File: src/rtl/bbox_raster_engine.sv
`timescale 1ns/1ps
// Bounding-box rasteriser: reads a scene of coloured boxes over a byte-wide req/ack bus and paints
// every pixel with its topmost covering box colour. Optional macro FRAME_LOOP_EN renders continuously.
module bbox_raster_engine #(
    parameter int                COORD_W    = 7,
    parameter int                ADDR_W     = 24,
    parameter int                BPP_BYTES  = 3,
    parameter logic [ADDR_W-1:0] FB_BASE    = 24'h800000,
    parameter logic [ADDR_W-1:0] SCENE_BASE = '0,
    parameter logic [31:0]       BG_COLOUR  = 32'h0
) (
    input  logic               clk,
    input  logic               rst_n,
    input  logic               start,
    output logic               busy,
    output logic               done,
    output logic               mem_req,
    output logic               mem_we,
    output logic [ADDR_W-1:0]  mem_addr,
    output logic [7:0]         mem_wdata,
    input  logic [7:0]         mem_rdata,
    input  logic               mem_ack,
    output logic [COORD_W-1:0] pix_x,
    output logic [COORD_W-1:0] pix_y
);
    localparam int         PIX_W    = 2 * COORD_W;
    localparam int         REC      = 4 + BPP_BYTES;
    localparam logic [1:0] LAST_COL = 2'(BPP_BYTES - 1);

    typedef enum logic [2:0] {IDLE, RD_N, RD_BOX, CHECK, RD_COL, WR_PIX, NEXT_PIX, DONE} state_e;

    state_e              state_q, state_d;
    logic                req_q, req_d, we_q, we_d;
    logic [ADDR_W-1:0]   addr_q, addr_d;
    logic [7:0]          wdata_q, wdata_d;
    logic [7:0]          n_q, n_d, k_q, k_d;
    logic [1:0]          beat_q, beat_d;
    logic [COORD_W-1:0]  xmin_q, xmin_d, xmax_q, xmax_d, ymin_q, ymin_d, ymax_q, ymax_d;
    logic [31:0]         colour_q, colour_d;
    logic [PIX_W-1:0]    pix_q, pix_d;

    logic [ADDR_W-1:0]   rec_addr, bus_addr;
    logic                bus_state, acked, hit;

    assign pix_x     = pix_q[COORD_W-1:0];
    assign pix_y     = pix_q[PIX_W-1:COORD_W];
    assign mem_req   = req_q;
    assign mem_we    = we_q;
    assign mem_addr  = addr_q;
    assign mem_wdata = wdata_q;
    assign done      = (state_q == DONE);
`ifdef FRAME_LOOP_EN
    assign busy      = (state_q != IDLE);
`else
    assign busy      = (state_q != IDLE) && (state_q != DONE);
`endif

    // Record of shape k; k_q is never 0 while this address is used.
    assign rec_addr  = SCENE_BASE + ADDR_W'(1) + (ADDR_W'(k_q) - ADDR_W'(1)) * ADDR_W'(REC);
    assign bus_state = (state_q == RD_N) || (state_q == RD_BOX) || (state_q == RD_COL) || (state_q == WR_PIX);
    assign acked     = req_q && mem_ack;
    assign hit       = (xmin_q <= pix_x) && (pix_x <= xmax_q) && (ymin_q <= pix_y) && (pix_y <= ymax_q);

    always_comb begin
        bus_addr = FB_BASE + ADDR_W'(pix_q) * ADDR_W'(BPP_BYTES) + ADDR_W'(beat_q);
        case (state_q)
            RD_N:    bus_addr = SCENE_BASE;
            RD_BOX:  bus_addr = rec_addr + ADDR_W'(beat_q);
            RD_COL:  bus_addr = rec_addr + ADDR_W'(4) + ADDR_W'(beat_q);
            default: ;
        endcase
    end

    always_comb begin
        // NOTE: every _d takes its _q value first so no path through this block can infer a latch.
        state_d  = state_q;
        req_d    = req_q;
        we_d     = we_q;
        addr_d   = addr_q;
        wdata_d  = wdata_q;
        n_d      = n_q;
        k_d      = k_q;
        beat_d   = beat_q;
        xmin_d   = xmin_q;
        xmax_d   = xmax_q;
        ymin_d   = ymin_q;
        ymax_d   = ymax_q;
        colour_d = colour_q;
        pix_d    = pix_q;

        // Launch a transaction whenever a bus state has no request open; the cycle after an ack
        // always has req low, giving the mandatory one-cycle gap.
        if (bus_state && !req_q) begin
            req_d   = 1'b1;
            we_d    = (state_q == WR_PIX);
            addr_d  = bus_addr;
            wdata_d = (state_q == WR_PIX) ? colour_q[{beat_q, 3'b000} +: 8] : 8'h00;
        end
        if (acked) begin
            req_d = 1'b0;
            we_d  = 1'b0;
        end

        case (state_q)
            IDLE: if (start) begin
                state_d = RD_N;
                pix_d   = '0;
                beat_d  = '0;
            end
            RD_N: if (acked) begin
                n_d    = mem_rdata;
                k_d    = mem_rdata;
                beat_d = '0;
                if (mem_rdata == 8'd0) begin
                    colour_d = BG_COLOUR;
                    state_d  = WR_PIX;
                end else begin
                    state_d  = RD_BOX;
                end
            end
            RD_BOX: if (acked) begin
                case (beat_q)
                    2'd0:    xmin_d = mem_rdata[COORD_W-1:0];
                    2'd1:    xmax_d = mem_rdata[COORD_W-1:0];
                    2'd2:    ymin_d = mem_rdata[COORD_W-1:0];
                    default: ymax_d = mem_rdata[COORD_W-1:0];
                endcase
                beat_d = beat_q + 2'd1;
                if (beat_q == 2'd3) state_d = CHECK;
            end
            CHECK: begin
                beat_d = '0;
                if (hit) begin
                    state_d = RD_COL;
                end else if (k_q == 8'd1) begin
                    colour_d = BG_COLOUR;
                    state_d  = WR_PIX;
                end else begin
                    k_d     = k_q - 8'd1;
                    state_d = RD_BOX;
                end
            end
            RD_COL: if (acked) begin
                colour_d[{beat_q, 3'b000} +: 8] = mem_rdata;
                beat_d = beat_q + 2'd1;
                if (beat_q == LAST_COL) begin
                    beat_d  = '0;
                    state_d = WR_PIX;
                end
            end
            WR_PIX: if (acked) begin
                beat_d = beat_q + 2'd1;
                if (beat_q == LAST_COL) begin
                    beat_d  = '0;
                    state_d = NEXT_PIX;
                end
            end
            NEXT_PIX: begin
                pix_d = pix_q + PIX_W'(1);
                k_d   = n_q;
                if (&pix_q) begin
                    state_d = DONE;
                end else if (n_q == 8'd0) begin
                    colour_d = BG_COLOUR;
                    state_d  = WR_PIX;
                end else begin
                    state_d  = RD_BOX;
                end
            end
            DONE: begin
`ifdef FRAME_LOOP_EN
                state_d = RD_N;
`else
                state_d = IDLE;
`endif
            end
            default: state_d = IDLE;
        endcase
    end

    // NOTE: sequential state uses non-blocking assignments only, so all registers update together.
    always_ff @(posedge clk or negedge rst_n) begin
        if (!rst_n) begin
            state_q  <= IDLE;
            req_q    <= 1'b0;
            we_q     <= 1'b0;
            addr_q   <= '0;
            wdata_q  <= '0;
            n_q      <= '0;
            k_q      <= '0;
            beat_q   <= '0;
            xmin_q   <= '0;
            xmax_q   <= '0;
            ymin_q   <= '0;
            ymax_q   <= '0;
            colour_q <= '0;
            pix_q    <= '0;
        end else begin
            state_q  <= state_d;
            req_q    <= req_d;
            we_q     <= we_d;
            addr_q   <= addr_d;
            wdata_q  <= wdata_d;
            n_q      <= n_d;
            k_q      <= k_d;
            beat_q   <= beat_d;
            xmin_q   <= xmin_d;
            xmax_q   <= xmax_d;
            ymin_q   <= ymin_d;
            ymax_q   <= ymax_d;
            colour_q <= colour_d;
            pix_q    <= pix_d;
        end
    end

endmodule

File: config.mk
export PLATFORM = sky130hd
export DESIGN_NAME = bbox_raster_engine
export DESIGN_NICKNAME = d
export VERILOG_FILES = /design/src/rtl/bbox_raster_engine.sv
export SDC_FILE = /design/constraint.sdc
export NUM_CORES = 1
export LEC_CHECK = 0
export BUFFER_PORTS_ARGS = -buffer_cell sky130_fd_sc_hd__clkbuf_2
export CAP_MARGIN = 20
export CORE_ASPECT_RATIO = 0.75
export CORE_MARGIN = 10
export CORE_UTILIZATION = 56
export CTS_CLUSTER_DIAMETER = 120
export CTS_CLUSTER_SIZE = 12
export DETAILED_ROUTE_END_ITERATION = 8
export PLACE_DENSITY = 0.87
export SETUP_SLACK_MARGIN = 0.5
export SYNTH_ARGS = -nofsm -noshare
export SYNTH_HDL_FRONTEND = slang
export SYNTH_SLANG_ARGS = --single-unit
File: constraint.sdc
create_clock -name clk -period 4.8 [get_ports clk]
set_input_delay 0.24 -clock clk [delete_from_list [all_inputs] [get_ports clk]]
set_output_delay 0.24 -clock clk [all_outputs]
set_load 0.01 [all_outputs]
# Yosys cells after proc, flatten, opt, wreduce, memory -nomap -nowiden

Index checks and enable logic that the tools add are counted.
Widths: inputs -> output; s select.

Reduce and logical (&&, ||, !) cells: 33
Equal/unequal tests: 27
Bitwise gates (word level): 1
Shifts and indexed selects: 3
$mul: 2
Order comparisons: 4
Add/sub/neg operators: 11
Muxes and demuxes: 41

Operators by type and width:

| operator               | number |
|---|---|
| $mux 32                | 7 |
| $pmux 32 s4            | 1 |
| $pmux 24 s3            | 1 |
| $mux 3                 | 13 |
| $bwmux 32              | 1 |
| $mux 8                 | 4 |
| $shift 8x7->32 const A | 1 |
| $shiftx 32x6->8        | 1 |
| $shiftx 8x7->32        | 1 |
| $le 7x7->1             | 4 |
| $pmux 14 s2            | 1 |
| $add 24x16->24 const A | 1 |
| $add 24x2->24          | 1 |
| $pmux 3 s8             | 1 |
| $pmux 8 s3             | 1 |
| $ne 2x2->1 const B     | 10 |
| $add 15x3->16          | 1 |
| $logic_not 8->1        | 2 |
| $mul 14x2->16 const B  | 1 |
| $reduce_and 8->1       | 2 |
| $add 14x3->15          | 1 |
| $add 14x4->15 const B  | 1 |
| $add 14x1->14 const B  | 1 |
| $add 2x13->14 const A  | 1 |
| other kinds (34)       | 63 |

Flip-flop bits (word level): 129
Input port bits: 12
Output and inout port bits: 50
Logic and storage cells: 136

# Longest topological paths before layout

Gate-level depths: netlist (run 1).

Depth in word-level cells: 7
Depth in mapped cells: 21
Gate-level depth less buffers: 20

# Worst setup path before layout (run 1)

Ideal clock, no wire load.

Kind: reg-to-reg
Start: register k_q[0]
End: register addr_q[12] (netlist: mem_addr[12])
Period minus slack after synthesis: 4,832 ps
Data required time: 4,674 ps
Setup slack: -32 ps
Arrival time: 4,706 ps
Cell stages (with the launch flop): 20
Path buffers: 1
Library setup time: 126 ps
Cells stage by stage: dfrtp_1 -> inv_1 -> ha_1 -> or3b_4 -> xor2_1 -> inv_1 -> ha_1 -> inv_1 -> fa_1 -> inv_1 -> ha_1 -> clkbuf_1 -> or4b_1 -> nand3_2 -> nand2_1 -> nor3b_2 -> nand2_1 -> or4_1 -> nand3_1 -> a21oi_1

Longest elaborated chain between the ends: 6
Elaborated cells between the ends (all ways): 7
Those cells by class: 5 x add/sub; 1 x mul; 1 x mux

RTL lines:

| what                   | RTL line | text |
|---|---|---|
| from (decl)            | 36       | `logic [7:0] n_q, n_d, k_q, k_d;` |
| from (signal assigned) | 205      | `k_q <= k_d;` |
| $sub 8x1->9 *          | 59       | `assign rec_addr = SCENE_BASE + ADDR_W'(1) + (ADDR_W'(k_q) - ADDR_W'(1)) * ADDR_W'(REC);` |
| $mul 9x4->13 *         | 59       |  |
| $add 2x13->14 *        | 59       |  |
| $add 14x4->15          | 69       | `RD_COL: bus_addr = rec_addr + ADDR_W'(4) + ADDR_W'(beat_q);` |
| $add 15x3->16          | 69       |  |
| $pmux 24 s3 *          | 66       | `case (state_q)` |
| to (signal assigned)   | 202      | `addr_q <= addr_d;` |
| to (decl)              | 34       | `logic [ADDR_W-1:0] addr_q, addr_d;` |

Every way passes the cells marked *; elsewhere a longest branch is shown, timed or not.
A chain may end at the register's enable or synchronous reset.

# Final worst setup path (run 1)

Start: register k_q[1]
End: register addr_q[12] (netlist: mem_addr[12])

Same word-level chain as after synthesis.

==> results of run 1 <==
## layer usage
layer  vias to the layer above  part of all wire [%]  GRT usage, %
li1                       3649                     -             -
met1                      3897                    41         31.19
met2                       501                    44         37.14
met3                        89                    12         7.993
met4                         0                   3.2         9.686
met5                         -                     0             0
## cell families after synthesis
kind of cell,count (synthesis),share of synthesized area (%)
AND/OR/NAND/NOR,296,16.22
AO/OA/AOI/OAI,220,16.51
buffers and inverters,141,6.400
flip-flops,123,34.15
adder cells (fa/ha/maj),92,13.44
multiplexers,68,9.204
XOR/XNOR,42,4.082
## final cells by class
cell class	instances	area, um^2	area share, %
clock inverters	15	234.0	2.193
clock buffers	17	425.4	3.988
flip-flops and latches	123	3082	28.89
multi-input cells	718	5663	53.08
well taps	210	262.8	2.463
inverters	97	364.1	3.413
repair buffers	104	636.9	5.970
## flip-flops by register name, indices dropped and copies added (netlist names)
signal / cells
ymin_q: 7
state_q: 3
colour_q: 32
mem_we: 1
xmax_q: 7
beat_q: 2
mem_addr: 18
n_q: 8
k_q: 8
mem_wdata: 8
xmin_q: 7
pix_q: 14
mem_req: 1
ymax_q: 7
## placed cells by master (no fill, tap or decap), types with 4 or more instances in the layout
cell | Yosys | final
nor4_1 | 7 | 7
nor2b_1 | 11 | 11
mux2i_1 | 21 | 21
dfrtp_1 | 123 | 120
a22o_1 | 9 | 9
a211oi_1 | 5 | 4
a31oi_1 | 7 | 7
a22oi_1 | 13 | 13
a21o_1 | 6 | 6
mux4_2 | 8 | 8
ha_4 | 0 | 4
nor2_1 | 68 | 65
bufinv_16 | 0 | 5
nor3_1 | 8 | 7
a21oi_1 | 43 | 38
clkbuf_16 | 0 | 17
fa_1 | 8 | 8
xor2_1 | 18 | 15
nand3_1 | 41 | 39
inv_6 | 0 | 5
ha_1 | 84 | 79
inv_2 | 0 | 6
nand2_1 | 103 | 100
mux2_2 | 39 | 38
nor3b_1 | 6 | 6
and3_1 | 6 | 6
o21a_1 | 11 | 11
o21ai_0 | 62 | 58
a21bo_2 | 9 | 9
o211ai_1 | 5 | 5
xnor2_1 | 24 | 21
a21oi_2 | 0 | 4
buf_4 | 6 | 42
o22ai_1 | 8 | 7
nand4_1 | 16 | 16
inv_1 | 96 | 90
clkbuf_2 | 0 | 60
## through the flow
step / area, um^2 / hold slack (ns)
4_1_cts: 10490 / 0.01843
2_1_floorplan: 9139 / -0.05559
5_1_grt: 10670 / 0.06001
3_5_place_dp: 9637 / 0.1637
3_3_place_gp: 9637 / 0.1547
6_report: 10670 / 0.02255
## worst min path at each step
stage	start	endpoint
CTS	mem_ack	mem_req$_DFFE_PN0P_
global placement	rst_n	xmax_q[6]$_DFFE_PN0P_
global route	mem_ack	mem_req$_DFFE_PN0P_
detailed placement	rst_n	xmax_q[0]$_DFFE_PN0P_
floorplan	rst_n	beat_q[0]$_DFFE_PN0P_
finish	mem_ack	mem_req$_DFFE_PN0P_
## timing repair
item | in CTS | in global routing
setup endpoints to repair | 12 | 12
setup buffers | 14 | 10
pin swaps | 14 | 11
gates cloned | 0 | 0
resized for setup | 18 | 22
hold buffers | 1 | 0
hold endpoints to repair | 23 | 0
==> out/metrics.csv, run 1 <==
metric,value,unit
Cells after DPL,1227,
global route total overflow,0,
DR WL/cell,20.58,um
final hold violations,0,
PnR worst setup slack,0.3024,ns
Startpoint Class,register,
Yosys cell types,83,
number of enable flip-flop cells after synthesis,0,
initial core utilization,56.63,%
R2R depth,19,
first-pass GRT wire length,42570,um
Final #Nets,1165,
worst min path class,in2reg,
Core Footprint,0.01592,mm^2
CP max stage delay,0.50,ns
TNS Setup,0,ns
Yosys warnings,0,
Reg2Reg Setup Slack,0.30,ns
"Clk Latency, worst-skew pair",0.43,ns
Syn Area/Cell,9.178,um^2
asr flop ratio synth,100.0,%
Area Overhead vs Synth,18.37,%
Clock transition at path regs,0.06,ns
CTS tree,built,
dominant synthesized flop cell,dfrtp_1,
fin. max-slew vios,0,
Synth top area share,34.15,%
Setup crit end kind,register,
RR Startpoint,k_q[1]$_DFFE_PN0P_,
Post-Syn Instances,982,
setup slack after placement,-0.009485,ns
Post-Layout Cell Count,1284,
Setup Crit Path Kind,reg2reg,
clk sink count,123,
Worst Setup EP,mem_addr[12]$_DFFE_PN0P_,
Starting DRT DRC Count,1126,
die area,0.02162,mm^2
Mapped Area,0.009012,mm^2
Max Buffers Root-to-Sink,2,
Synth area leader,dfrtp_1,
I/O Pins,62,
Final Cycle Share,93.70,%
gpl congestion,0.9604,
RR Endpoint,mem_addr[12]$_DFFE_PN0P_,
share of layout cells above drive strength 1,23.84,%
Rel. slew slack,28.45,%
FILL cells,1175,
fmax,222.3,MHz
Via density,6.336,
die width,166.5,um
via count,8136,
ranking of synthesized cells by area,"dfrtp_1 (34%), ha_1 (12%), mux2_2 (4.9%)",
vias in the first global route,8110,
Port Buffers,61,
diode count,0,
WP buf/inv,4,
1st-pass router iterations,6,
CP dominant cell by count,inv_1,
synthesized net count,1086,
CTS buffer count,17,
GRT Overall Usage,24.21,%
Residual DRC,0,
clk root buf,clkbuf_16,
Post-synth top cells,"dfrtp_1 (123), nand2_1 (103), inv_1 (96)",
Crit-path slowest cell,fa_1,
Tmin final,4.498,ns
H-tree levels,4,
largest net degree at the start of global routing,51,
Final ANT Viol Nets,0,
WP depth,19,
Max-cap violations,0,
drt total wl,26420,um
Worst-Margin Slew,1.071,ns
fin util,67.03,%
Worst Path Arrival,4.82,ns
clk_skew,0.01089,ns
Yosys reg bits,123,
initial antenna violation count,0,
Die Y,129.9,um
worst-path cell chain,inv_2 > ha_4 > or3b_4 > xor2_4 > inv_1 > ha_1 > inv_1 > fa_1 > inv_1 > ha_4 > a21oi_4 > o21ai_4 > a211oi_4 > xnor2_2 > nor3b_4 > nand2_1 > or4_1 > nand3_2 > a21oi_2,
worst setup path startpoint,k_q[1]$_DFFE_PN0P_,
status,completed,
RSZ-0062 raised after global routing,true,
"CP delay by family, top",simple AND/OR/NAND/NOR gates,
DP Wirelength,18430,um
hold path cells,2,
"Req. time, crit path",5.12,ns
cell with the most instances after synthesis,dfrtp_1,
Crit Path Max Fanout,11,
final setup fails,0,
Std-Cell Rows,40,
"Seq/Total Area, Yosys",34.15,%
Power of run 1 is not shown: default switching activity piles up to over one toggle a cycle in this logic, so the estimate is an artifact.
==> run 2, diff against run 1 <==
--- a/config.mk
+++ b/config.mk
@@ -5,14 +5,14 @@
 export SDC_FILE = /design/constraint.sdc
 export NUM_CORES = 1
 export LEC_CHECK = 0
-export BUFFER_PORTS_ARGS = -buffer_cell sky130_fd_sc_hd__clkbuf_2
 export CAP_MARGIN = 20
 export CORE_ASPECT_RATIO = 0.75
 export CORE_MARGIN = 10
-export CORE_UTILIZATION = 56
+export CORE_UTILIZATION = 59
 export CTS_CLUSTER_DIAMETER = 120
 export CTS_CLUSTER_SIZE = 12
 export DETAILED_ROUTE_END_ITERATION = 8
+export DONT_BUFFER_PORTS = 1
 export PLACE_DENSITY = 0.87
 export SETUP_SLACK_MARGIN = 0.5
 export SYNTH_ARGS = -nofsm -noshare
==> run 2 against run 1 <==
  * Non-clock buffer count is 48 lower
  * Critical path depth stayed put
  * Design area is 2.5% lower
  * Global-route usage is 1.4 points higher
  * Worst hold slack better by 0.055 ns
  * Sequential share of layout area is 0.74 points higher
  * First-iteration DRC count is 2.0% lower
  * Fmax is 0.55% higher
  * Core utilization is 1.9 points higher
  * Via count is 1.9% lower
  * Clock-buffer cell count stayed put
  * Setup slack better by 0.025 ns
  * Highest routed layer unchanged
==> out/metrics.csv, run 2 (synthesis results as in run 1) <==
metric,value,unit,change
1st-pass router iterations,5,,-1
Clock transition at path regs,0.07,ns,about the same
Final ANT Viol Nets,0,,unchanged
DR WL/cell,21.71,um,+5.5%
Starting DRT DRC Count,1103,,-2.0%
CTS buffer count,17,,unchanged
Crit Path Max Fanout,11,,unchanged
worst-path cell chain,buf_4 > nor4_4 > inv_2 > nor2_1 > xnor2_2 > inv_1 > ha_1 > inv_1 > fa_1 > inv_1 > ha_4 > or4b_4 > nand3_4 > nand2_4 > nor3b_4 > nand2_1 > or4_1 > nand3_1 > a21oi_1,,
TNS Setup,0,ns,unchanged
clk root buf,clkbuf_16,,
vias in the first global route,7870,,-3.0%
die width,162.7,um,-2.3%
initial antenna violation count,1,,+1
via count,7978,,-1.9%
Largest register FFs,32,,unchanged
Worst Path Arrival,4.79,ns,-0.03 ns
Setup crit end kind,register,,
"commonest non-fill, non-tap cell in the layout",dfrtp_1,,
GRT Overall Usage,25.59,%,+1.4 points
Core Footprint,0.01508,mm^2,-5.3%
first-pass GRT wire length,42520,um,-0.12%
"Req. time, crit path",5.12,ns,about the same
"Clk Latency, worst-skew pair",0.44,ns,about the same
RSZ-0062 raised after global routing,true,,
diode count,0,,unchanged
Port Buffers,0,,-100%
Rel. slew slack,34.17,%,+5.7 points
I/O Pins,62,,unchanged
Die Y,127.0,um,-2.2%
die area,0.02067,mm^2,-4.4%
Max Buffers Root-to-Sink,2,,unchanged
"commonest cells after routing, fill and taps aside","dfrtp_1 (121), nand2_1 (99), inv_1 (90)",,
CTS tree,built,,
Startpoint Class,register,,
Final #Nets,1117,,-4.1%
final hold violations,0,,unchanged
Tmin final,4.473,ns,-0.02476 ns
CP max stage delay,0.56,ns,+0.06 ns
gpl congestion,0.9678,,+0.77%
Std-Cell Rows,39,,-2.5%
CP dominant cell by count,inv_1,,
initial core utilization,59.77,%,+3.1 points
worst min path class,in2reg,,
largest net degree at the start of global routing,124,,+140%
Residual DRC,0,,unchanged
H-tree levels,4,,unchanged
largest reg by FF count,colour_q,,
Crit-path slowest cell,or4b_4,,
Area Overhead vs Synth,15.35,%,
fmax,223.6,MHz,+0.55%
drt total wl,26730,um,+1.2%
Max-cap violations,0,,unchanged
Final Cycle Share,93.18,%,-0.52 points
Post-Layout Cell Count,1231,,-4.1%
final setup fails,0,,unchanged
Setup Crit Path Kind,reg2reg,,
global route total overflow,0,,unchanged
clk_skew,0.01667,ns,+0.005773 ns
clk sink count,123,,unchanged
Via density,6.481,,+2.3%
Worst-Margin Slew,0.9839,ns,-0.08703 ns
DP Wirelength,17740,um,-3.7%
fin. max-slew vios,0,,unchanged
Cells after DPL,1158,,-5.6%
status,completed,,
share of layout cells above drive strength 1,18.91,%,-4.9 points
-- run 2: changes by cell type in the layout (fill, tap and decap cells not counted), sizes merged --
cell / before / now
bufinv: 5 / 1
clkbuf: 77 / 17
dlygate4sd3: 1 / 10
clkinv: 3 / 6
buf: 43 / 46
inv: 102 / 103
-- run 2: what timing repair did --
item                                    4_1_cts  5_1_grt
hold buffers                                 11        0
hold endpoints to repair                    184        0
pin swaps                                    26        9
resized for setup                            24       10
endpoints found under the setup margin       12       12
setup buffers                                21        8
-- run 2: worst max-delay path, delay by kind of cell, from the launching register on --
family | cells | cell delay [ns]
buffers and inverters | 5 | 0.45
XOR/XNOR | 1 | 0.19
AO/OA/AOI/OAI | 1 | 0.07
AND/OR/NAND/NOR | 9 | 2.18
flip-flops | 1 | 0.41
adder cells (fa/ha/maj) | 3 | 1.07
-- run 2: metrics by stage --
stage | setup WS, ns | util, % | area [um^2] | hold WS (ns)
floorplan | 0.2583 | - | 9139 | -0.05559
global placement | 0.1957 | 61.68 | 9300 | -0.05124
detailed placement | 0.02730 | 61.68 | 9300 | -0.05108
CTS | 0.3817 | 68.17 | 10280 | 0.07876
global route | 0.1885 | 68.95 | 10400 | 0.09098
finish | 0.3272 | 68.95 | 10400 | 0.07800
-- run 2: final cells by class --
class	count	area [um^2]
Timing Repair Buffer	56	476.7
Clock inverter	15	156.4
Tap cell	205	256.5
Fill cell	1065	4682
Sequential cell	123	3080
Multi-Input combinational cell	718	5637
Inverter	97	364.1
Clock buffer	17	425.4
-- run 2: final timing paths --
check                                         startpoint                       end  slack [ns]  depth (start not counted)
min in group asynchronous                          rst_n  mem_addr[13]$_DFFE_PN0P_        0.39                          2
worst min register to register  colour_q[18]$_DFFE_PN0P_  colour_q[18]$_DFFE_PN0P_        0.49                          1
worst max-delay path                  k_q[0]$_DFFE_PN0P_  mem_addr[12]$_DFFE_PN0P_        0.33                         19
max in group asynchronous                          rst_n        k_q[0]$_DFFE_PN0P_        3.84                          2
worst min-delay path                        mem_rdata[1]        k_q[1]$_DFFE_PN0P_        0.08                          2
worst max register to register        k_q[0]$_DFFE_PN0P_  mem_addr[12]$_DFFE_PN0P_        0.33                         19
-- run 2: per-layer routing --
layer	routed length (um)	part of all wire, %	GRT usage [%]	vias to the layer above
li1	-	-	-	3543
met1	10760	40	33.56	3833
met2	11940	45	39.10	507
met3	3191	12	7.895	95
met4	837	3.1	9.471	0
met5	0	0	0	-
Power of run 2 is left out for the same reason.
